### src/rtl/if_fetch_stage.sv
// if_fetch_stage: RV32 instruction-fetch stage owning the PC, a one-outstanding imem request FSM
// and the IF/ID register. Define IF_PERF_CNT_EN to add perf_fetch_cnt / perf_kill_cnt outputs.
module if_fetch_stage #(
  parameter logic [31:0] RESET_PC  = 32'h0000_0000,
  parameter logic [31:0] NOP_INSTR = 32'h0000_0013
) (
  input  logic        clk,
  input  logic        rst,
  input  logic        stall,
  input  logic        redirect,
  input  logic [31:0] redirect_pc,
  output logic        im_req,
  output logic [31:0] im_addr,
  input  logic        im_gnt,
  input  logic        im_rvalid,
  input  logic [31:0] im_rdata,
  output logic [31:0] ID_pc,
  output logic [31:0] instr,
  output logic        instr_valid
`ifdef IF_PERF_CNT_EN
  ,
  output logic [31:0] perf_fetch_cnt,
  output logic [31:0] perf_kill_cnt
`endif
);

  typedef enum logic [2:0] {
    S_IDLE = 3'd0,
    S_REQ  = 3'd1,
    S_WAIT = 3'd2,
    S_HOLD = 3'd3,
    S_DROP = 3'd4
  } state_t;

  state_t      r_state;
  logic [31:0] r_pc;
  logic        r_kill;
  logic        r_im_req;
  logic [31:0] r_im_addr;
  logic [31:0] r_hold_pc;
  logic [31:0] r_hold_instr;
  logic [31:0] r_id_pc;
  logic [31:0] r_instr;
  logic        r_instr_valid;

  logic [31:0] w_redirect_pc;
  logic [31:0] w_pc_plus4;
  logic        w_if_wr;
  logic        w_discard;

  assign w_redirect_pc = redirect_pc & 32'hFFFF_FFFC;
  assign w_pc_plus4    = r_im_addr + 32'd4;

  // A real instruction reaches IF/ID either straight from memory or from the hold buffer.
  assign w_if_wr = !redirect && !stall &&
                   (((r_state == S_WAIT) && im_rvalid) || (r_state == S_HOLD));

  // Responses that never reach IF/ID: killed fetches and a flushed hold buffer.
  assign w_discard = (((r_state == S_WAIT) && im_rvalid && redirect) ||
                      ((r_state == S_DROP) && im_rvalid) ||
                      ((r_state == S_HOLD) && redirect));

  assign im_req      = r_im_req;
  assign im_addr     = r_im_addr;
  assign ID_pc       = r_id_pc;
  assign instr       = r_instr;
  assign instr_valid = r_instr_valid;

  // Fetch FSM, PC, hold buffer and IF/ID register.
  always_ff @(posedge clk or negedge rst) begin
    if (!rst) begin
      r_state       <= S_IDLE;
      r_pc          <= RESET_PC;
      r_kill        <= 1'b0;
      r_im_req      <= 1'b0;
      r_im_addr     <= RESET_PC;
      r_hold_pc     <= 32'h0000_0000;
      r_hold_instr  <= 32'h0000_0000;
      r_id_pc       <= 32'h0000_0000;
      r_instr       <= NOP_INSTR;
      r_instr_valid <= 1'b0;
    end else begin
      if (redirect) begin
        r_pc          <= w_redirect_pc;
        r_id_pc       <= 32'h0000_0000;
        r_instr       <= NOP_INSTR;
        r_instr_valid <= 1'b0;
      end else if (w_if_wr) begin
        r_id_pc       <= (r_state == S_HOLD) ? r_hold_pc : r_im_addr;
        r_instr       <= (r_state == S_HOLD) ? r_hold_instr : im_rdata;
        r_instr_valid <= 1'b1;
      end

      case (r_state)
        S_IDLE: begin
          r_state   <= S_REQ;
          r_im_req  <= 1'b1;
          r_im_addr <= redirect ? w_redirect_pc : r_pc;
        end
        S_REQ: begin
          // The address is already on the bus, so a redirect only marks the fetch as killed.
          if (im_gnt) begin
            r_im_req <= 1'b0;
            r_state  <= (redirect || r_kill) ? S_DROP : S_WAIT;
          end else if (redirect) begin
            r_kill <= 1'b1;
          end
        end
        S_WAIT: begin
          if (im_rvalid) begin
            if (redirect) begin
              r_state   <= S_REQ;
              r_im_req  <= 1'b1;
              r_im_addr <= w_redirect_pc;
            end else if (stall) begin
              r_hold_pc    <= r_im_addr;
              r_hold_instr <= im_rdata;
              r_pc         <= w_pc_plus4;
              r_state      <= S_HOLD;
            end else begin
              r_pc      <= w_pc_plus4;
              r_im_addr <= w_pc_plus4;
              r_im_req  <= 1'b1;
              r_state   <= S_REQ;
            end
          end else if (redirect) begin
            r_state <= S_DROP;
          end
        end
        S_HOLD: begin
          if (redirect) begin
            r_state   <= S_REQ;
            r_im_req  <= 1'b1;
            r_im_addr <= w_redirect_pc;
          end else if (!stall) begin
            r_state   <= S_REQ;
            r_im_req  <= 1'b1;
            r_im_addr <= r_pc;
          end
        end
        S_DROP: begin
          if (im_rvalid) begin
            r_kill    <= 1'b0;
            r_state   <= S_REQ;
            r_im_req  <= 1'b1;
            r_im_addr <= redirect ? w_redirect_pc : r_pc;
          end
        end
        default: begin
          r_state  <= S_IDLE;
          r_im_req <= 1'b0;
          r_kill   <= 1'b0;
        end
      endcase
    end
  end

`ifdef IF_PERF_CNT_EN
  logic [31:0] r_perf_fetch_cnt;
  logic [31:0] r_perf_kill_cnt;

  assign perf_fetch_cnt = r_perf_fetch_cnt;
  assign perf_kill_cnt  = r_perf_kill_cnt;

  // Event counters: valid IF/ID writes and discarded responses, wrapping at 2^32.
  always_ff @(posedge clk or negedge rst) begin
    if (!rst) begin
      r_perf_fetch_cnt <= 32'h0000_0000;
      r_perf_kill_cnt  <= 32'h0000_0000;
    end else begin
      if (w_if_wr) begin
        r_perf_fetch_cnt <= r_perf_fetch_cnt + 32'd1;
      end
      if (w_discard) begin
        r_perf_kill_cnt <= r_perf_kill_cnt + 32'd1;
      end
    end
  end
`else
  logic w_unused_discard;
  assign w_unused_discard = w_discard;
`endif

endmodule
### config.mk
export PLATFORM = sky130hd
export DESIGN_NAME = if_fetch_stage
export DESIGN_NICKNAME = d
export VERILOG_FILES = /design/src/rtl/if_fetch_stage.sv
export SDC_FILE = /design/constraint.sdc
export NUM_CORES = 1
export LEC_CHECK = 0
export BUFFER_PORTS_ARGS = -buffer_cell sky130_fd_sc_hd__clkbuf_2
export CAP_MARGIN = 10
export CORE_MARGIN = 2
export CORE_UTILIZATION = 50
export DETAILED_ROUTE_END_ITERATION = 8
export PLACE_DENSITY = 0.72
export SYNTH_ARGS = -nofsm -noshare
export SYNTH_HDL_FRONTEND = slang
export SYNTH_SLANG_ARGS = --single-unit
### constraint.sdc
create_clock -name clk -period 3 [get_ports clk]
set_input_delay 0.15 -clock clk [delete_from_list [all_inputs] [get_ports clk]]
set_output_delay 0.15 -clock clk [all_outputs]
set_load 0.01 [all_outputs]
======== After elaboration in Yosys (flattened, before gate mapping) ========
Cells that the tools add are included.
word-level totals
  bits in registers ....................... 198
  input bits .............................. 70
  output and inout port bits .............. 98
  word-level logic and storage cells ...... 80
operators by class
  add/sub/neg operators ................... 1
  equal/unequal tests ..................... 12
  muxes and demuxes ....................... 39
  bitwise gates (word level) .............. 2
  reductions and logical operators ........ 16
operator list
  operator                 number
  $mux W32                 16
  $pmux W32 S4             1
  $add A32 B3 Y32 const B  1
  $mux W3                  7
  $pmux W3 S5              1
  $reduce_and A4 Y1        3
  $mux W1                  10
  $ne A2 B2 Y1 const B     5
  $ne A3 B3 Y1 const B     3
  $eq A3 B2 Y1 const B     2
  $pmux W1 S5              1
  $reduce_and A5 Y1        1
  $mux W2                  2
  $reduce_bool A4 Y1       1
  $eq A3 B1 Y1 const B     1
  $eq A3 B3 Y1 const B     1
  $logic_and A1 B1 Y1      3
  $logic_not A3 Y1         1
  $pmux W1 S3              1
  $reduce_and A3 Y1        1
  $reduce_or A3 Y1         1
  $logic_not A1 Y1         2
  $logic_or A1 B1 Y1       2
  $not A1 Y1               2
  $reduce_bool A2 Y1       1

======== Longest topological paths before layout ========
Gate-level depths: netlist (run 1).
  depth in word-level cells ............... 6
  depth in mapped cells ................... 8
  mapped depth without buffers ............ 6

======== Worst setup path after synthesis (run 1) ========
OpenSTA, ideal clock, no wires.
  kind .................................... register to register
  start ................................... register r_im_addr[10] (netlist: im_addr[10])
  end ..................................... register r_im_addr[31] (netlist: im_addr[31])
  setup time .............................. 0.133 ns
  arrival time ............................ 2.161 ns
  data required time ...................... 2.867 ns
  slack ................................... 0.706 ns
  stages on the path, launching flop included .. 8
  buffers on the path ..................... 2
  period minus slack after synthesis ...... 2.294 ns
  cell sequence ........................... dfrtp_1 > buf_2 > nand4_2 > or4_1 > buf_2 > or4_4 > xor2_1 > o22ai_1
between the ends
  cells in the longest elaborated chain, start to end .. 5
ends and longest elaborated chain
  element                 line  source
  from (decl)             39    logic [31:0] r_im_addr;
  from (signal assigned)  98    r_im_addr <= redirect ? w_redirect_pc : r_pc;
  from (signal assigned)  114   r_im_addr <= w_redirect_pc;
  from (signal assigned)  122   r_im_addr <= w_pc_plus4;
  $add A32 B3 Y32         52    assign w_pc_plus4 = r_im_addr + 32'd4;
  $mux W32                115   end else if (stall) begin
  $mux W32                111   if (redirect) begin
  $mux W32                110   if (im_rvalid) begin
  $pmux W32 S4            94    case (r_state)
Every way passes these cells. The select of a mux whose other input is x is not followed.
A chain may end at the register's enable or synchronous reset.

======== Final worst setup path (run 1) ========
Same ends and word-level chain as after synthesis.

==> reports/summary.md, run 1 <==
The finished cells cover 12100 sq um. Achievable clock frequency: 403 MHz. The worst clock skew on the final layout was 0.0115 ns. On the critical path, the stage with the largest delay is an instance of or4_1. Layout overhead on the synthesized area: 23.2%. Counting flops with a built-in enable in the synthesized netlist gives 0.

The clock sink count was 198; the number of warnings reported in the yosys synthesis log was 0. The filler cells instantiated in the layout total 1604. The placed instance area is 10900 sq um. For the routability congestion estimate from global placement, the log shows 0.932. Peak ir drop on the vdd network: 0.000450 V. Dividing total power by cell area gives a power density of 847 nW/um^2. CTS placed an instance of clkbuf_16 at the clock tree root. TritonCTS built the clock tree.

The logs give 50.4% for the sequential fraction of the synthesis area and 1422 for the number of cells in the finished layout apart from fillers. For the portion of total power attributed to combinational logic, the log shows 34.9%. The switching share of power was 37.9%.

Cell internal power was estimated by the tool at 6.37 mW. At the pin with the least slew margin, the transition time is 0.995 ns. The overall routing resource usage came out at 25.7%.

After detailed routing, the number of remaining DRC violations is 0. For the final total power, the log shows 10.3 mW. Category of the most critical setup path: flip-flop to flip-flop.

The via count of the first global-routing pass was 7890. The library cells used most frequently in the layout, excluding fill and tap cells, are dfrtp_1 (195), clkbuf_2 (163), nor2_1 (105). Setup violations remaining at the end of the flow were counted as 0. For the sum of overflow across all layers after global routing, the log shows 0.

Once the floorplan was initialized, standard cells occupied 50.7% of the core. STA puts the critical path data required time at 3.30 ns. The count of antenna-violating nets left after detailed routing was 0; the die span in y was 144 microns. Setup repair after global routing left no endpoint under its margin. The path class of the tightest hold or removal check is primary input to flip-flop. After layout, the worst setup slack is 0.521 ns. Final number of hold-violating endpoints: 0. The routed via count divided by cell count works out to 5.83. Max-cap violations in this run came to 0. The count of boundary I/O pins was 168. In this run the worst path has a maximum fanout of 10. Detail-routed net length per standard cell: 18.4 microns.

The clock-pin slew of the registers on the worst-case setup and hold paths was 0.07 ns; the number of buffers added by the clock tree synthesis step was 17. The initial antenna violation count is 0. The worst pin sits at a relative slew slack of 33.4%.

The region available for standard cell placement spans 19400 sq um. For this block, the initial DRC count from the detailed router was 637. Dominant cell type by area after synthesis: dfrtp_1. The placed wire-length estimate after detailed placement is 17.0 mm, and the floorplan die width is 144 microns. The logs give 26.2 mm for the post-detailed-routing wire length and 23.0% for the portion of total power attributed to the clock network. Entering global routing, the biggest net connects 106 pins. Synthesis produced 963 cells. Buffers added to address setup during post-CTS repair amount to 0.

For the number of vias after detailed routing, the log shows 8289. The first-pass iteration count of the detailed router is 5. In this run the number of H-tree levels came out at 4. Count of distinct cell types in the synthesized netlist: 57. The number of placed instances with taps included is 1331. Walking the worst path, the cells encountered are nand4_2 > or4_1 > or4_4 > xor2_1 > o22ai_1.

The worst setup slack before clock tree synthesis is 0.554 ns. The mean area per synthesized cell was 10.2 sq um; the total of buffers placed on input and output ports was 165. Leaving out fill and tap cells, the most frequent cell in the layout is dfrtp_1. The sequential share of power was 42.1%; the fraction of synthesis flops using an asynchronous set or reset pin was 100%. The worst setup path is captured at a flip-flop. The share of synthesized area in the top cell type comes to 49.6%.

The delay of the slowest cell on the worst path came out at 0.72 ns. Yosys attributes the largest share of cell area to dfrtp_1 (50%), mux2i_1 (7.4%), mux2_2 (7.1%). In the final timing run, aggregate negative setup slack is 0 ns. The first global-routing pass estimated 41.8 mm of wire. The number of antenna repair diodes was 0. In this run the power spent charging and discharging nets is 3.89 mW. For this run, the post-layout net count is 1215. The portion of the clock cycle consumed by the worst path in the final layout works out to 82.6%. The fraction of layout cells with a size suffix above 1 came out at 25.9%. The floorplan step defined a die boundary enclosing 20800 sq um. The run gives 0.43 ns as the insertion delay to the later sink of the worst-skew pair.

Synthesis produced a netlist with a net count of 1034. No sink is reached through more buffers than the 2 on the longest clock path. The cell area that synthesis handed to floorplanning was 9830 sq um.

At the worst endpoint, the arrival time is 2.78 ns. For the leakage power summed over all cells, the log shows 5.83 nW. The tools report the max-slew violation count as 0. STA classifies the critical path startpoint as a flip-flop. In the synthesized netlist the dominant register cell turns out to be dfrtp_1.

The floorplan has 51 rows. The flow ran to the end, and the final reports show no timing, DRC or antenna violations. The final critical path time including I/O delays and setup is 2.48 ns, and the number of register bits inferred by synthesis is 198.
## flip-flops by register name, summed over array words and instances (netlist names)
register / flops
ID_pc: 32
im_addr: 32
im_req: 1
instr: 32
instr_valid: 1
r_hold_instr: 32
r_hold_pc: 32
r_kill: 1
r_pc: 32
r_state: 3
## critical path, delay by kind of cell, from the launching register on
| family | cells | cell delay, ns |
|---|---|---|
| simple gates | 3 | 1.51 |
| flops | 1 | 0.53 |
| compound gates | 1 | 0.12 |
| xor+xnor | 1 | 0.19 |
## repair_timing
action / in CTS / in global routing
hold buffers: 59 / 0
endpoints found under the hold margin: 136 / 0
resized for setup: 0 / 0
setup endpoints to repair: 0 / 0
## power by group through the flow
stage,Clock [mW],Sequential (mW),Combinational (mW)
6_report,2.36,4.32,3.58
5_1_grt,2.54,4.45,3.95
3_3_place_gp,0,4.29,3.42
4_1_cts,2.41,4.30,3.57
2_1_floorplan,0,4.10,2.49
3_5_place_dp,0,4.35,3.49
## cells by family (layout without fill, tap and decap cells)
logic type / Yosys count / count (layout) / synth area share [%]
simple gates: 273 / 273 / 12.9
compound gates: 238 / 238 / 16.2
flops: 198 / 198 / 50.4
mux: 135 / 135 / 14.5
buf+inv: 96 / 290 / 3.86
xor+xnor: 22 / 22 / 1.96
fa+ha+maj: 1 / 1 / 0.127
## worst paths after layout
check	start	end	slack, ns	depth (start not counted)
hold / removal	redirect_pc[5]	r_pc[5]	0.04	3
min in group asynchronous	rst	r_hold_instr[0]	0.33	2
setup / recovery	im_addr[10]	im_addr[31]	0.52	5
max in group asynchronous	rst	im_addr[11]	1.73	3
setup reg to reg	im_addr[10]	im_addr[31]	0.52	5
hold reg to reg	r_hold_pc[2]	r_hold_pc[2]	0.48	2
## metal layers
| metal | global-route usage (%) | part of all wire, % | vias to the layer above |
|---|---|---|---|
| met2 | 41.2 | 48 | 334 |
| met5 | 0 | 0 | - |
| met1 | 35.2 | 43 | 4025 |
| met3 | 4.57 | 6.5 | 49 |
| li1 | - | - | 3881 |
| met4 | 9.61 | 2.8 | 0 |
## layout make-up
class / instances / area (sq um) / share of cell area, %
Clock inverter: 14 / 164 / 1.35
Clock buffer: 18 / 439 / 3.62
Timing Repair Buffer: 248 / 1660 / 13.7
Sequential cell: 198 / 4960 / 40.9
Multi-Input combinational cell: 669 / 4530 / 37.4
Inverter: 10 / 37.5 / 0.310
Tap cell: 265 / 332 / 2.74
## through the flow
stage	utilization, %	hold WS [ns]
after detailed placement	56.3	0.255
after CTS	62.5	0.00445
after floorplan	-	-0.146
after global routing	62.5	0.0291
after global placement	56.3	0.249
final	62.5	0.0409
## Yosys cell counts (all sizes together) (7+ instances only)
master and number:
nand4 12, nand3 19, nand2 74, a21oi 43
o21ai 44, inv 10, a22oi 12, mux2 62
xor2 9, nor4 11, o221ai 7, a31oi 13
nand2b 7, o31ai 10, nor2 105, buf 26
clkbuf 60, a211oi 64, mux2i 73, o211ai 8
and3 7, xnor2 13, dfrtp 195, nor3 12
Note: power is estimated with default switching activity, not from simulation.
==> run 2: changes to the inputs <==
Settings changed: PLACE_DENSITY 0.72 to 0.75.
Clock period 3 ns to 2.1 ns, I/O delays scaled along.
==> reports/summary.md, run 2 (synthesis results as in run 1) <==
The tools report the sink of the worst hold path as r_state[0]. In the layout the commonest cells are dfrtp_1 (192), clkbuf_2 (163), nor2_1 (104). The tools report the achievable clock frequency as 485 MHz. The flow ran to the end, and the final reports show no timing, DRC or antenna violations. Once the floorplan was initialized, standard cells occupied 50.7% of the core.

In this run the power density over the cells is 1210 nW/um^2. In this run the worst setup path begins at im_addr[11]. After global routing the overflow that remains totals 0. The placed wire-length estimate after detailed placement is 18.2 mm. The critical path depth in cells came out at 5. For the pin with the worst max-slew slack, the measured transition is 0.655 ns.

The number of clock buffers added by TritonCTS is 17. The pin count of the biggest net entering global routing was 85; the leakage power summed over all cells was 6.13 nW. For the number of placed instances with taps included, the log shows 1382. The first-pass GRT wire length was 43.5 mm; the fraction of layout cells with a size suffix above 1 was 29.7%. The startpoint identified for the worst hold timing path is im_rvalid. Across all layers, the routed design uses 8475 vias.

Once detail routing completed, the nets flagged for antenna violations numbered 0. The worst-path maximum fanout is 7. For this design the top-level I/O count stands at 168. The number of cells traversed by the worst register-to-register path was 5; the number of cells in the finished layout apart from fillers was 1478.

The cell count of the worst hold path was 2. Total power for the finished layout comes to 15.4 mW. The tightest min-delay check is of the primary input to flip-flop type. Initial detailed-routing violation count: 645. Kind of cell adding the most delay to the critical path: simple AND/OR/NAND/NOR gates. The endpoint class of the critical path is a flip-flop.

The final critical path takes up 98.1% of the cycle. For the initial antenna violation count, the log shows 0. The logs give 0 for the final number of hold-violating endpoints and 56.3% for the headroom to the max-slew limit. The tools report the first-pass iteration count of the detailed router as 7. Setup violations remaining at the end of the flow were counted as 0. CTS placed an instance of clkbuf_16 at the clock tree root.

At the end of routability-driven placement, the weighted congestion stood at 0.858. The worst register-to-register path ends at im_addr[31]. In this run the vertical extent of the chip is 144 microns. The floorplan has 51 rows.

The buffer levels on the longest clock path was 2. TritonCTS built the clock tree. The element type at the critical path start was a flip-flop. Setup repair after global routing left no endpoint under its margin.

The H-tree was split into 4 levels. The delay of the slowest cell on the worst path came out at 0.59 ns. After detailed routing, the number of remaining DRC violations is 0. Dividing the detail-routed wire length by the instance count gives 18.5 microns.

The number of max-cap violations was 0; the clock-pin slew of the registers on the worst-case setup and hold paths was 0.08 ns. Data on the critical path is required at its endpoint by 2.40 ns. The final net count was 1271; the number of antenna repair diodes was 0. Final critical path time including I/O delays and setup: 2.06 ns.

The library cell used most frequently in the layout, excluding fill and tap cells, is dfrtp_1. The tools report the final-layout worst hold slack as 0.0542 ns. The critical path buffer and inverter count came out at 0. Data arrives at the worst endpoint at 2.36 ns.

The area of the core region is 19400 sq um, and the layout filler cell count is 1522. The logs give 0 for the max-slew violation count and 26.9% for the overall routing resource usage. Clock latency on the worst-skew pair, taken at its later pin, is 0.43 ns.

In this run the register-to-register setup slack is 0.04 ns. The clock net in this run drives a total of 198 sinks. The worst-case IR drop observed on VDD is 0.000753 V. The launch point of the worst reg-to-reg path is im_addr[11]. Traced cell by cell, the critical path runs through nand4_4 > or4_4 > or4_4 > xor2_1 > o22ai_1.

The routed via count divided by cell count came out at 5.73. The critical path in this run is classified as flip-flop to flip-flop. For this block, the routed nets add up to 27.3 mm of wire. The worst clock skew on the final layout was 0.0144 ns; the layout overhead on the synthesized area was 29.1%.

Master of the slowest instance on the critical path: or4_4. For the via count of the first global-routing pass, the log shows 8183. The cell that appears most often on the critical path is or4_4.

The die area is 20800 sq um, and the total of buffers placed on input and output ports is 165. In this run the horizontal extent of the chip is 144 microns.
[run 2: changes by cell type in the layout (fill, tap and decap cells not counted), moves of 3 or more]
| cell | before | now |
|---|---|---|
| buf_4 | 21 | 64 |
| buf_12 | 4 | 12 |
| dlygate4sd3_1 | 59 | 64 |
| clkinv_8 | 0 | 4 |
| dfrtp_1 | 195 | 192 |
| dfrtp_2 | 0 | 3 |
[run 2: metrics by stage]
step	setup slack, ns	TNS, ns	util, %	cell area [sq um]
detailed placement	0.0603	0	58.9	11400
global route	0.00141	0	65.4	12700
finish	0.0398	0	65.4	12700
global placement	0.133	0	58.9	11400
CTS	0.0417	0	65.4	12700
floorplan	-0.0395	-0.0887	-	9880
[run 2: report_power, final]
group	switching, mW	total (mW)	internal (mW)
Sequential	0.752	5.70	4.95
Clock	1.64	3.36	1.71
Combinational	3.52	6.35	2.83
[run 2: how the worst max path moves through the flow]
stage                  end  slack [ns]
2_1_floorplan     r_pc[29]       -0.04
3_3_place_gp      r_pc[29]        0.13
3_5_place_dp      r_pc[24]        0.06
4_1_cts        im_addr[31]        0.04
5_1_grt           r_pc[28]       0.001
6_report       im_addr[31]        0.04
[run 2: final cells by class]
class / count / area (sq um) / area share [%]
clock buffers: 17 / 425 / 3.35
flip-flops and latches: 198 / 4960 / 39.1
inverters: 10 / 37.5 / 0.296
clock inverters: 15 / 186 / 1.47
well taps: 265 / 332 / 2.61
multi-input cells: 669 / 4560 / 35.9
repair buffers: 304 / 2190 / 17.3
[run 2: timing repair]
item	CTS	global route
buffers inserted	0	0
hold buffers	64	0
hold endpoints to repair	136	0
setup endpoints to repair	0	8
gates resized for setup	0	3
[run 2: routing by layer]
layer / track usage (%) / vias up / wire (microns)
met5: 0 / - / 0
met2: 42.5 / 344 / 12900
met4: 8.94 / 0 / 690
met1: 37.6 / 4104 / 11800
met3: 5.13 / 54 / 1830
li1: - / 3973 / -
